===== src/rtl/alu_mdu_controller.sv =====
// ALU operation decoder plus an iterative multiply/divide unit for the execute stage.
// Multiply is shift-add and divide is restoring; both work on operand magnitudes, one bit per cycle.
module alu_mdu_controller #(
    parameter int unsigned XLEN = 32
) (
    input  logic            clk,
    input  logic            rst_n,
    input  logic            in_valid,
    input  logic [1:0]      ALUOp,
    input  logic [6:0]      Funct7,
    input  logic [2:0]      Funct3,
    input  logic            RegType,
    input  logic [XLEN-1:0] SrcA,
    input  logic [XLEN-1:0] SrcB,
    input  logic            flush,
    output logic [3:0]      Operation,
    output logic            stall,
    output logic            mdu_valid,
    output logic [XLEN-1:0] mdu_result
);

    localparam int unsigned CW = $clog2(XLEN);
    localparam logic [6:0] F7_ALT = 7'b0100000;
    localparam logic [6:0] F7_MDU = 7'b0000001;
    localparam logic [XLEN-1:0] MOST_NEG = {1'b1, {(XLEN-1){1'b0}}};

    typedef enum logic [1:0] {
        IDLE = 2'd0,
        MUL  = 2'd1,
        DIV  = 2'd2,
        DONE = 2'd3
    } state_t;

    state_t          state, state_n;
    logic [XLEN-1:0] hi, hi_n;
    logic [XLEN-1:0] lo, lo_n;
    logic [XLEN-1:0] opd, opd_n;
    logic [XLEN-1:0] res_n;
    logic [1:0]      fn, fn_n;
    logic            neg_q, neg_q_n;
    logic            neg_r, neg_r_n;
    logic [CW-1:0]   cnt, cnt_n;
    logic            valid_n;

    logic            is_mop;

    assign is_mop = in_valid && (ALUOp == 2'b10) && RegType && (Funct7 == F7_MDU);

    // ALU operation decode; M-ops leave the ALU idle
    always_comb begin
        Operation = 4'b0000;
        case (ALUOp)
            2'b00: Operation = 4'b0010;
            2'b01: begin
                case (Funct3)
                    3'b000:  Operation = 4'b1000;
                    3'b001:  Operation = 4'b1011;
                    3'b100:  Operation = 4'b1100;
                    3'b101:  Operation = 4'b1101;
                    default: Operation = 4'b0000;
                endcase
            end
            2'b10: begin
                case (Funct3)
                    3'b000: Operation = (RegType && (Funct7 == F7_ALT)) ? 4'b0001 : 4'b0010;
                    3'b001: Operation = 4'b0101;
                    3'b010: Operation = 4'b1001;
                    3'b011: Operation = 4'b1010;
                    3'b100: Operation = 4'b0100;
                    3'b101: Operation = (Funct7 == F7_ALT) ? 4'b0111 : 4'b0110;
                    3'b110: Operation = 4'b0011;
                    3'b111: Operation = 4'b0000;
                endcase
            end
            2'b11: Operation = 4'b0000;
        endcase
        if (is_mop) begin
            Operation = 4'b0000;
        end
    end

    // Operand setup at acceptance: signedness per funct3, magnitudes and special divides
    logic            a_sgn, b_sgn, a_neg, b_neg;
    logic [XLEN-1:0] mag_a, mag_b;
    logic            div_zero, div_ovf;

    always_comb begin
        if (Funct3[2]) begin
            a_sgn = !Funct3[0];
            b_sgn = !Funct3[0];
        end else begin
            a_sgn = (Funct3[1:0] != 2'b11);
            b_sgn = !Funct3[1];
        end
        a_neg    = a_sgn && SrcA[XLEN-1];
        b_neg    = b_sgn && SrcB[XLEN-1];
        mag_a    = a_neg ? -SrcA : SrcA;
        mag_b    = b_neg ? -SrcB : SrcB;
        div_zero = (SrcB == '0);
        div_ovf  = !Funct3[0] && (SrcA == MOST_NEG) && (SrcB == '1);
    end

    // One iteration step of each engine, plus final sign correction
    logic [XLEN:0]     mul_sum, div_trial;
    logic [XLEN-1:0]   mul_hi, mul_lo, div_rem, div_quo;
    logic [2*XLEN-1:0] prod, prod_s;
    logic [XLEN-1:0]   quo_s, rem_s;
    logic              div_ge;

    always_comb begin
        mul_sum   = {1'b0, hi} + (lo[0] ? {1'b0, opd} : {(XLEN+1){1'b0}});
        mul_hi    = mul_sum[XLEN:1];
        mul_lo    = {mul_sum[0], lo[XLEN-1:1]};
        prod      = {mul_hi, mul_lo};
        prod_s    = neg_q ? -prod : prod;
        div_trial = {hi, lo[XLEN-1]} - {1'b0, opd};
        div_ge    = !div_trial[XLEN];
        div_rem   = div_ge ? div_trial[XLEN-1:0] : {hi[XLEN-2:0], lo[XLEN-1]};
        div_quo   = {lo[XLEN-2:0], div_ge};
        quo_s     = neg_q ? -div_quo : div_quo;
        rem_s     = neg_r ? -div_rem : div_rem;
    end

    // Next-state and datapath control
    always_comb begin
        state_n = state;
        hi_n    = hi;
        lo_n    = lo;
        opd_n   = opd;
        fn_n    = fn;
        neg_q_n = neg_q;
        neg_r_n = neg_r;
        cnt_n   = cnt;
        res_n   = mdu_result;
        valid_n = 1'b0;
        stall   = 1'b0;
        case (state)
            IDLE: begin
                stall = is_mop;
                if (is_mop && !flush) begin
                    fn_n    = Funct3[1:0];
                    cnt_n   = '0;
                    hi_n    = '0;
                    neg_q_n = a_neg ^ b_neg;
                    neg_r_n = a_neg;
                    if (!Funct3[2]) begin
                        state_n = MUL;
                        lo_n    = mag_b;
                        opd_n   = mag_a;
                    end else if (div_zero) begin
                        state_n = DONE;
                        valid_n = 1'b1;
                        res_n   = Funct3[1] ? SrcA : '1;
                    end else if (div_ovf) begin
                        state_n = DONE;
                        valid_n = 1'b1;
                        res_n   = Funct3[1] ? '0 : SrcA;
                    end else begin
                        state_n = DIV;
                        lo_n    = mag_a;
                        opd_n   = mag_b;
                    end
                end
            end
            MUL: begin
                stall = 1'b1;
                hi_n  = mul_hi;
                lo_n  = mul_lo;
                cnt_n = cnt + CW'(1);
                if (cnt == CW'(XLEN - 1)) begin
                    state_n = DONE;
                    valid_n = 1'b1;
                    res_n   = (fn == 2'b00) ? prod_s[XLEN-1:0] : prod_s[2*XLEN-1:XLEN];
                end
            end
            DIV: begin
                stall = 1'b1;
                hi_n  = div_rem;
                lo_n  = div_quo;
                cnt_n = cnt + CW'(1);
                if (cnt == CW'(XLEN - 1)) begin
                    state_n = DONE;
                    valid_n = 1'b1;
                    res_n   = fn[1] ? rem_s : quo_s;
                end
            end
            DONE: state_n = IDLE;
            default: state_n = IDLE;
        endcase
        if (flush) begin
            state_n = IDLE;
            valid_n = 1'b0;
            res_n   = mdu_result;
        end
    end

    always_ff @(posedge clk or negedge rst_n) begin
        if (!rst_n) begin
            state      <= IDLE;
            hi         <= '0;
            lo         <= '0;
            opd        <= '0;
            fn         <= '0;
            neg_q      <= 1'b0;
            neg_r      <= 1'b0;
            cnt        <= '0;
            mdu_valid  <= 1'b0;
            mdu_result <= '0;
        end else begin
            state      <= state_n;
            hi         <= hi_n;
            lo         <= lo_n;
            opd        <= opd_n;
            fn         <= fn_n;
            neg_q      <= neg_q_n;
            neg_r      <= neg_r_n;
            cnt        <= cnt_n;
            mdu_valid  <= valid_n;
            mdu_result <= res_n;
        end
    end

endmodule


===== config.mk =====
export PLATFORM = sky130hd
export DESIGN_NAME = alu_mdu_controller
export DESIGN_NICKNAME = d
export VERILOG_FILES = /design/src/rtl/alu_mdu_controller.sv
export SDC_FILE = /design/constraint.sdc
export NUM_CORES = 1
export LEC_CHECK = 0
export ABC_AREA = 1
export ABC_CLOCK_PERIOD_IN_PS = 5520
export CELL_PAD_IN_SITES_DETAIL_PLACEMENT = 2
export CELL_PAD_IN_SITES_GLOBAL_PLACEMENT = 2
export CORE_ASPECT_RATIO = 1.25
export CORE_MARGIN = 10
export CORE_UTILIZATION = 35
export CTS_CLUSTER_DIAMETER = 150
export DETAILED_ROUTE_END_ITERATION = 8
export PLACE_DENSITY = 0.95
export SLEW_MARGIN = 5
export SYNTH_ARGS = -nofsm -noshare
export SYNTH_HDL_FRONTEND = slang
export SYNTH_SLANG_ARGS = --single-unit

===== constraint.sdc =====
create_clock -name clk -period 5.52 [get_ports clk]
set_input_delay 1.104 -clock clk [delete_from_list [all_inputs] [get_ports clk]]
set_output_delay 1.104 -clock clk [all_outputs]
set_load 0.1 [all_outputs]

Word-level counts from Yosys, hierarchy flattened
Index checks and enable logic that the tools add are counted.

Word-level logic and storage cells: 131. Flip-flop bits (word level): 140. Output and inout bits: 38. Input port bits: 81.

Add/sub/neg operators: 8. Bitwise operators: 2. Multiplexer cells: 53. Reduce and logical (&&, ||, !) cells: 28. Equal/unequal tests: 30.

Operators by type and width (count): $mux W32 (24); $pmux W32 S3 (3); $neg A32 Y32 (4); $eq A32 B32 Y1 const B (2); $mux W64 (1); $neg A64 Y64 (1); $add A32 B32 Y33 (1); $sub A33 B32 Y33 (1); $logic_not A32 Y1 (1); $pmux W4 S4 (2); $pmux W4 S8 (1); $ne A2 B2 Y1 const B (7); $eq A3 B3 Y1 const B (4); $ne A3 B3 Y1 const B (4); $mux W1 (11); $mux W2 (5); $pmux W5 S2 (1); $logic_and A1 B1 Y1 (9); $eq A2 B2 Y1 const B (4); $reduce_and A2 Y1 (4); $reduce_and A4 Y1 (2); $eq A7 B1 Y1 const B (1); $eq A7 B6 Y1 const B (1); $reduce_and A7 Y1 (1); 18 further kinds (26).

Logic depth before layout (Yosys ltp)
Gate-level depths: netlist (run 1).

Depth after elaboration: 9. Mapped depth: 30. Depth with buffers taken out: 29.

Worst setup path after synthesis (run 1)
No wires, ideal clock.

Path type: input-to-output. Start point: input port Funct3[2]. End point: output port Operation[2]. Required time: 4.416 ns. Buffers on the path: 2. Arrival time: 6.386 ns. Stages on the path: 4. Path slack: -1.970 ns. Path through: clkbuf_1 clkbuf_1 a21oi_1 a2111oi_0.

Longest elaborated chain between the ends: 4.

RTL lines: start: declaration (RTL line 11) `input logic [2:0] Funct3,`; $eq A3 B3 Y1, or another cell as far along (RTL line 64) `case (Funct3)`; $pmux W4 S8 / $pmux W4 S4 (equally long branches) (RTL line 64, 55); $pmux W4 S4 (*) (RTL line 52) `case (ALUOp)`; $mux W4 (*) (RTL line 77) `if (is_mop) begin`; end: declaration (RTL line 16) `output logic [3:0] Operation,`.

Every way passes the cells marked *; elsewhere a longest branch is shown, timed or not.

Final worst setup path (run 1)
Start point: register lo[0]. End point: register mdu_result[20].

Longest elaborated chain between the ends: 7.

RTL lines: start: declaration (RTL line 36) `logic [XLEN-1:0] lo, lo_n;`; start signal: assignment (RTL line 212) `lo <= lo_n;`; $mux W32 (RTL line 111) `mul_sum = {1'b0, hi} + (lo[0] ? {1'b0, opd} : {(XLEN+1){1'b0}});`; $add A32 B32 Y33 (RTL line 111); $neg A64 Y64 (RTL line 115) `prod_s = neg_q ? -prod : prod;`; $mux W64 (RTL line 115); $mux W32 (RTL line 173) `res_n = (fn == 2'b00) ? prod_s[XLEN-1:0] : prod_s[2*XLEN-1:XLEN];`; $mux W32 (RTL line 170) `if (cnt == CW'(XLEN - 1)) begin`; $pmux W32 S3 (*) (RTL line 137) `case (state)`; end signal: assignment (RTL line 219) `mdu_result <= res_n;`; end: declaration (RTL line 19) `output logic [XLEN-1:0] mdu_result`.

Every way passes the cells marked *; elsewhere a longest branch is shown, timed or not. The select of a mux whose other input is x is not followed. A chain may end at the register's enable or synchronous reset.

==> results of run 1 <==
-- per-stage QoR --
step | instance area (um^2) | cells | total power (W)
after floorplan | 19000 | 3303 | 0.00604
after global routing | 21600 | 4097 | 0.0113
after CTS | 21600 | 4097 | 0.0105
final | 21600 | 4101 | 0.0109
after detailed placement | 21000 | 4065 | 0.00881
after global placement | 21000 | 4065 | 0.00831
-- registers in the layout, summed over array words and instances (netlist names) --
register / flops
hi: 32
fn: 2
state: 2
lo: 32
mdu_valid: 1
mdu_result: 32
opd: 32
cnt: 5
neg_r: 1
neg_q: 1
-- final timing paths --
path	to	slack, ps
max in group asynchronous	neg_q$_DFFE_PN0P_	3630
min in group asynchronous	hi[18]$_DFFE_PN0P_	630
worst min register to register	mdu_result[28]$_DFFE_PN0P_	490
worst max-delay path	mdu_result[20]$_DFFE_PN0P_	-100
worst min-delay path	mdu_result[28]$_DFFE_PN0P_	490
worst max register to register	mdu_result[20]$_DFFE_PN0P_	-100
-- repair_timing --
item	in CTS	in global routing
endpoints found under the setup margin	0	2
resized for setup	0	2
endpoints found under the hold margin	0	0
-- logic make-up after synthesis --
group                    Yosys count  synth area share
AO/OA/AOI/OAI                    669             0.200
XOR/XNOR                         110            0.0507
adder cells (fa/ha/maj)           78            0.0521
buffers and inverters            557             0.114
flip-flops                       140             0.184
multiplexers                       1          0.000526
AND/OR/NAND/NOR                 1748             0.399
-- power groups by stage --
stage | combinational (W) | clock [W] | sequential, W
2_1_floorplan | 0.00417 | 0 | 0.00188
3_3_place_gp | 0.00669 | 0 | 0.00162
3_5_place_dp | 0.00715 | 0 | 0.00166
4_1_cts | 0.00745 | 0.00136 | 0.00165
5_1_grt | 0.00826 | 0.00139 | 0.00168
6_report | 0.00787 | 0.00137 | 0.00168
-- placed cells by master, fill, tap and decap left out, drive strengths merged, types with 29 or more instances in the layout --
cell type,Yosys,layout
xnor2,29,29
buf,31,61
nand4,52,52
o211ai,34,34
nor3,56,56
clkdlybuf4s50,0,111
a31oi,35,35
xor2,81,81
a21oi,189,189
nor2,349,349
nand3,275,275
dfrtp,140,140
ha,76,76
inv,413,421
nand2,967,967
o21ai,291,291
o22ai,67,67
-- Yosys cell counts (54+ instances only) --
| library cell | instances | area (um^2) |
|---|---|---|
| a21oi_1 | 186 | 931 |
| o22ai_1 | 67 | 419 |
| ha_1 | 76 | 951 |
| xor2_1 | 81 | 709 |
| clkbuf_1 | 106 | 398 |
| nand2_1 | 927 | 3480 |
| o21ai_0 | 272 | 1360 |
| dfrtp_1 | 140 | 3500 |
| nor2_1 | 332 | 1250 |
| inv_1 | 408 | 1530 |
| nor3_1 | 54 | 270 |
| nand3_1 | 266 | 1330 |
-- per-layer routing --
layer	vias up	routed length (um)	GRT usage	part of all wire
met5	-	103	0	0.00076
met2	1742	63400	0.688	0.47
met4	16	15300	0.405	0.11
met1	13294	45200	0.414	0.33
met3	821	12300	0.114	0.090
li1	10990	-	-	-
-- critical path: stages (launching register included) --
cell and delay, ps:
dfrtp_1 830, nand2_1 120, inv_1 160, ha_1 320
a21oi_1 330, inv_1 140, nor2_1 140, nand2_1 150
nand2_1 110, nand2_1 190, xnor2_1 470, buf_4 260
nand2_1 100, nor2_1 380, nand2_1 260, nand2_1 200
o21ai_0 240, o21ai_0 260, nand3_1 190, a21oi_1 280
nand2_1 190, nand2_1 130, nand2_1 60
-- layout make-up --
class,count,area [um^2],area share
sequential,140,3500,0.162
tap,727,910,0.0421
inverter,420,1580,0.0729
timing repair buffer,172,1610,0.0745
multi-input combinational,2606,13400,0.619
clock inverter,15,201,0.00932
clock buffer,17,425,0.0197
antenna,4,10.0,0.000463
==> metrics, run 1 <==
run status=complete, but fails checks; total global-route track usage=0.415; Yosys warning count=0; share of layout cells above drive strength 1=0.0591; # hold bufs at CTS=0; Clk pin slew, worst setup/hold paths=80 ps; initial DRC count=2970; Fillers=slightly below 7000; Post-CTS Setup Bufs=0; DP Worst Slack=544 ps; largest net degree at the start of global routing=between 70 and 80; IO Port Bufs=118; core area=53700 um^2; Ports=119; global-route wire length before repair=about 200000 um; hold path depth=2; max frequency=0.178 GHz; drt first pass iters=6; RSZ-0062 raised after global routing=no; drt via density=6.55; crit start category=flop; DR WL/cell=33.2 um; number of enable flip-flop cells after synthesis=0; ANT nets after route=0; final setup fails=1; routability cong.=between 0.9 and 1; Setup Crit Path Kind=flop to flop; worst skew pair latency=520 ps; Synth Cell Area=19000 um^2; register area share after synthesis=0.184; CTS tree=built; Int Power=0.00384 W; minimum clock period=between 5000 and 6000 ps; setup tns final=-101 ps; Post-Route Utilization=0.402; initial antenna violation count=13; part of the power in combinational logic=0.721; Worst Skew=22.2 ps; final hold vios=0; Routed WL=136000 um; Crit Path Max Fanout=16; Switch Pwr=about 0.0071 W; Clock power frac=0.126; distinct cell type count after synthesis=64; CTS buffer count=17; Synth Area per Inst=5.76 um^2; clock sink total=140; Max-Cap Viols=0; worst reg2reg startpoint=lo[0]$_DFFE_PN0P_; Flop pwr share=0.154; P per Cell Area=505 nW/um^2; hold_sp=mdu_result[28]$_DFFE_PN0P_; hold slack=488 ps; Die Y=281 um; Root Buffer=clkbuf_16; die area=64100 um^2; FP Rows=95; Main synth FF type=dfrtp_1; failing checks=negative setup slack; cell count of the worst reg-to-reg path=22; total global routing overflow=0; Pins Over Slew Limit=0; Peak VDD IR=0.309 mV; worst setup path startpoint=lo[0]$_DFFE_PN0P_; sw frac=0.648; starting density of the core=0.354; Hold WC Path Type=flop to flop; final net count=3516; worst-margin pin slew=1260 ps; Vias=26863; CP endpoint kind=flop; DIE WIDTH=228 um; CTS H-Tree Depth=4; CP arrival=6020 ps; worst setup margin=-101 ps; Final period util=1.02; Slew HR=0.151; vias in the first global route=29230; syn nets=3462; Area Overhead vs Synth=13.7%; CP required=5910 ps; Synth Instances=3303; CTS Buffer Depth=2; leak pwr=around 11 nW; Async SR Flop Fraction=1.00; Yosys reg bits=140; drt drc=0; DP HPWL=99900 um
Power figures use the tool's default switching activity.
==> run 2, diff against run 1 <==
--- a/config.mk
+++ b/config.mk
@@ -13,4 +13,5 @@
 export CORE_MARGIN = 10
 export CORE_UTILIZATION = 35
+export CTS_BUF_LIST = sky130_fd_sc_hd__clkbuf_16
 export CTS_CLUSTER_DIAMETER = 150
 export DETAILED_ROUTE_END_ITERATION = 8
==> constraint.sdc (replaced) <==
create_clock -name clk -period 5.52 [get_ports clk]
set_input_delay 0.552 -clock clk [delete_from_list [all_inputs] [get_ports clk]]
set_output_delay 0.552 -clock clk [all_outputs]
set_load 0.1 [all_outputs]
==> run 2 against run 1 <==
Against the previous run: the flow finishes with violations (negative hold slack); final area fell by 0.78%; non-clock buffer count is 16 lower; critical path depth grew 3; largest power group unchanged; first-iteration DRC count rose by 8.7%; die area did not move; clock skew is 9.2 ps higher; sequential power increased by 3%; largest cell class unchanged; critical path type unchanged; hold slack got worse by 490 ps; worst setup slack improved by 350 ps; wire length increased by 3.7%.
==> metrics, run 2 (synthesis results as in run 1) <==
leak pwr=10.5 nW; Top cell by count, worst path=nand2_1; Ports=between 100 and 150; final net count=3500; worst-margin pin slew=1350 ps; setup tns final=0 ps; global-route wire length before repair=206000 um; CP required=5950 ps; Crit Path Max Fanout=40; Area Overhead vs Synth=12.8%; run status=complete, but fails checks; DIE WIDTH=228 um; die area=64100 um^2; initial DRC count=3228; drt first pass iters=6; Clk pin slew, worst setup/hold paths=roughly 90 ps; Max-Cap Viols=0; Die Y=~280 um; RSZ-0062 raised after global routing=no; FP Rows=95; worst skew pair latency=540 ps; hold slack=-0.441 ps; clock sink total=140; most frequent cells in the layout=927 x nand2_1, 405 x inv_1, 331 x nor2_1, 272 x o21ai_0, 266 x nand3_1; CTS tree=built; Final period util=0.955; CP max stage cell=o21ai_2; placed insts=4049; CP peak stage delay=680 ps; final non-filler cell total=4085; CP endpoint kind=flop; core area=53700 um^2; Peak VDD IR=0.324 mV; P per Cell Area=around 520 nW/um^2; CP arrival=5700 ps; minimum clock period=between 5000 and 6000 ps; final setup fails=0; CTS buffer count=17; failing checks=negative hold slack; CTS H-Tree Depth=4; Routed WL=141000 um; starting density of the core=0.354; final hold vios=1; total global routing overflow=0; DP HPWL=98200 um; DR WL/cell=34.6 um; share of layout cells above drive strength 1=0.0531; initial antenna violation count=9; commonest non-fill, non-tap cell in the layout=nand2_1; Vias=27500; Resized Gates After CTS=0; ANT nets after route=0; drt drc=0; Pins Over Slew Limit=0; IO Port Bufs=roughly 120; crit start category=flop; Hold WC Path Type=input port to async pin; DP Worst Slack=between 800 and 900 ps; Root Buffer=clkbuf_16; Power, Total=0.0111 W; routability cong.=approximately 1.0; # hold bufs at CTS=0; Post-CTS Setup Bufs=0; worst setup margin=251 ps; max frequency=0.190 GHz; drt via density=6.73; CTS Buffer Depth=2; total global-route track usage=0.431; vias in the first global route=30103; Setup Crit Path Kind=flop to flop; Slew HR=0.0922; largest net degree at the start of global routing=70; Worst Skew=roughly 31 ps
-- run 2: critical path: cells and delay by family (launching register included) --
kind                       cells  cell delay [ps]
DFF                            1              530
and+or+nand+nor               20             2880
AOI/OAI and AO/OA              1              680
adders and majority gates      2              700
buffers and inverters          2              330
-- run 2: final timing paths --
path                                                 start                         end  slack [ps]  cells past startpoint
worst min register to register  mdu_result[14]$_DFFE_PN0P_  mdu_result[14]$_DFFE_PN0P_         510                      2
worst max-delay path                    lo[31]$_DFFE_PN0P_  mdu_result[29]$_DFFE_PN0P_         250                     25
min in group clk                                 Funct3[2]         mdu_valid$_DFF_PN0_         470                      3
worst min-delay path                                 rst_n          hi[25]$_DFFE_PN0P_        -0.4                      1
worst max register to register          lo[31]$_DFFE_PN0P_  mdu_result[29]$_DFFE_PN0P_         250                     25
max in group asynchronous                            rst_n          lo[27]$_DFFE_PN0P_        3870                      2
-- run 2: where the power goes --
| group | switching [W] | internal (W) |
|---|---|---|
| Sequential | 0.000487 | 0.00125 |
| Combinational | 0.00613 | 0.00187 |
| Clock | 0.000697 | 0.000682 |
| Total | 0.00731 | 0.00380 |
-- run 2: final cells by class --
type / count / area [um^2]
Fill cell: 6761 / 32300
Inverter: 420 / 1580
Clock buffer: 17 / 425
Clock inverter: 15 / 176
Sequential cell: 140 / 3500
Timing Repair Buffer: 156 / 1470
Tap cell: 727 / 910
Multi-Input combinational cell: 2606 / 13400
Antenna cell: 4 / 10.0
-- run 2: stage by stage --
stage / instance area [um^2] / util
floorplan: 19000 / -
global placement: 20800 / 0.388
detailed placement: 20800 / 0.388
CTS: 21400 / 0.399
global route: 21400 / 0.399
finish: 21400 / 0.399
-- run 2: routing by layer --
metal / global-route usage / wire length [um]
met4: 0.431 / 16600
met5: 0 / 38
met1: 0.429 / 45900
met3: 0.127 / 14000
met2: 0.706 / 64800
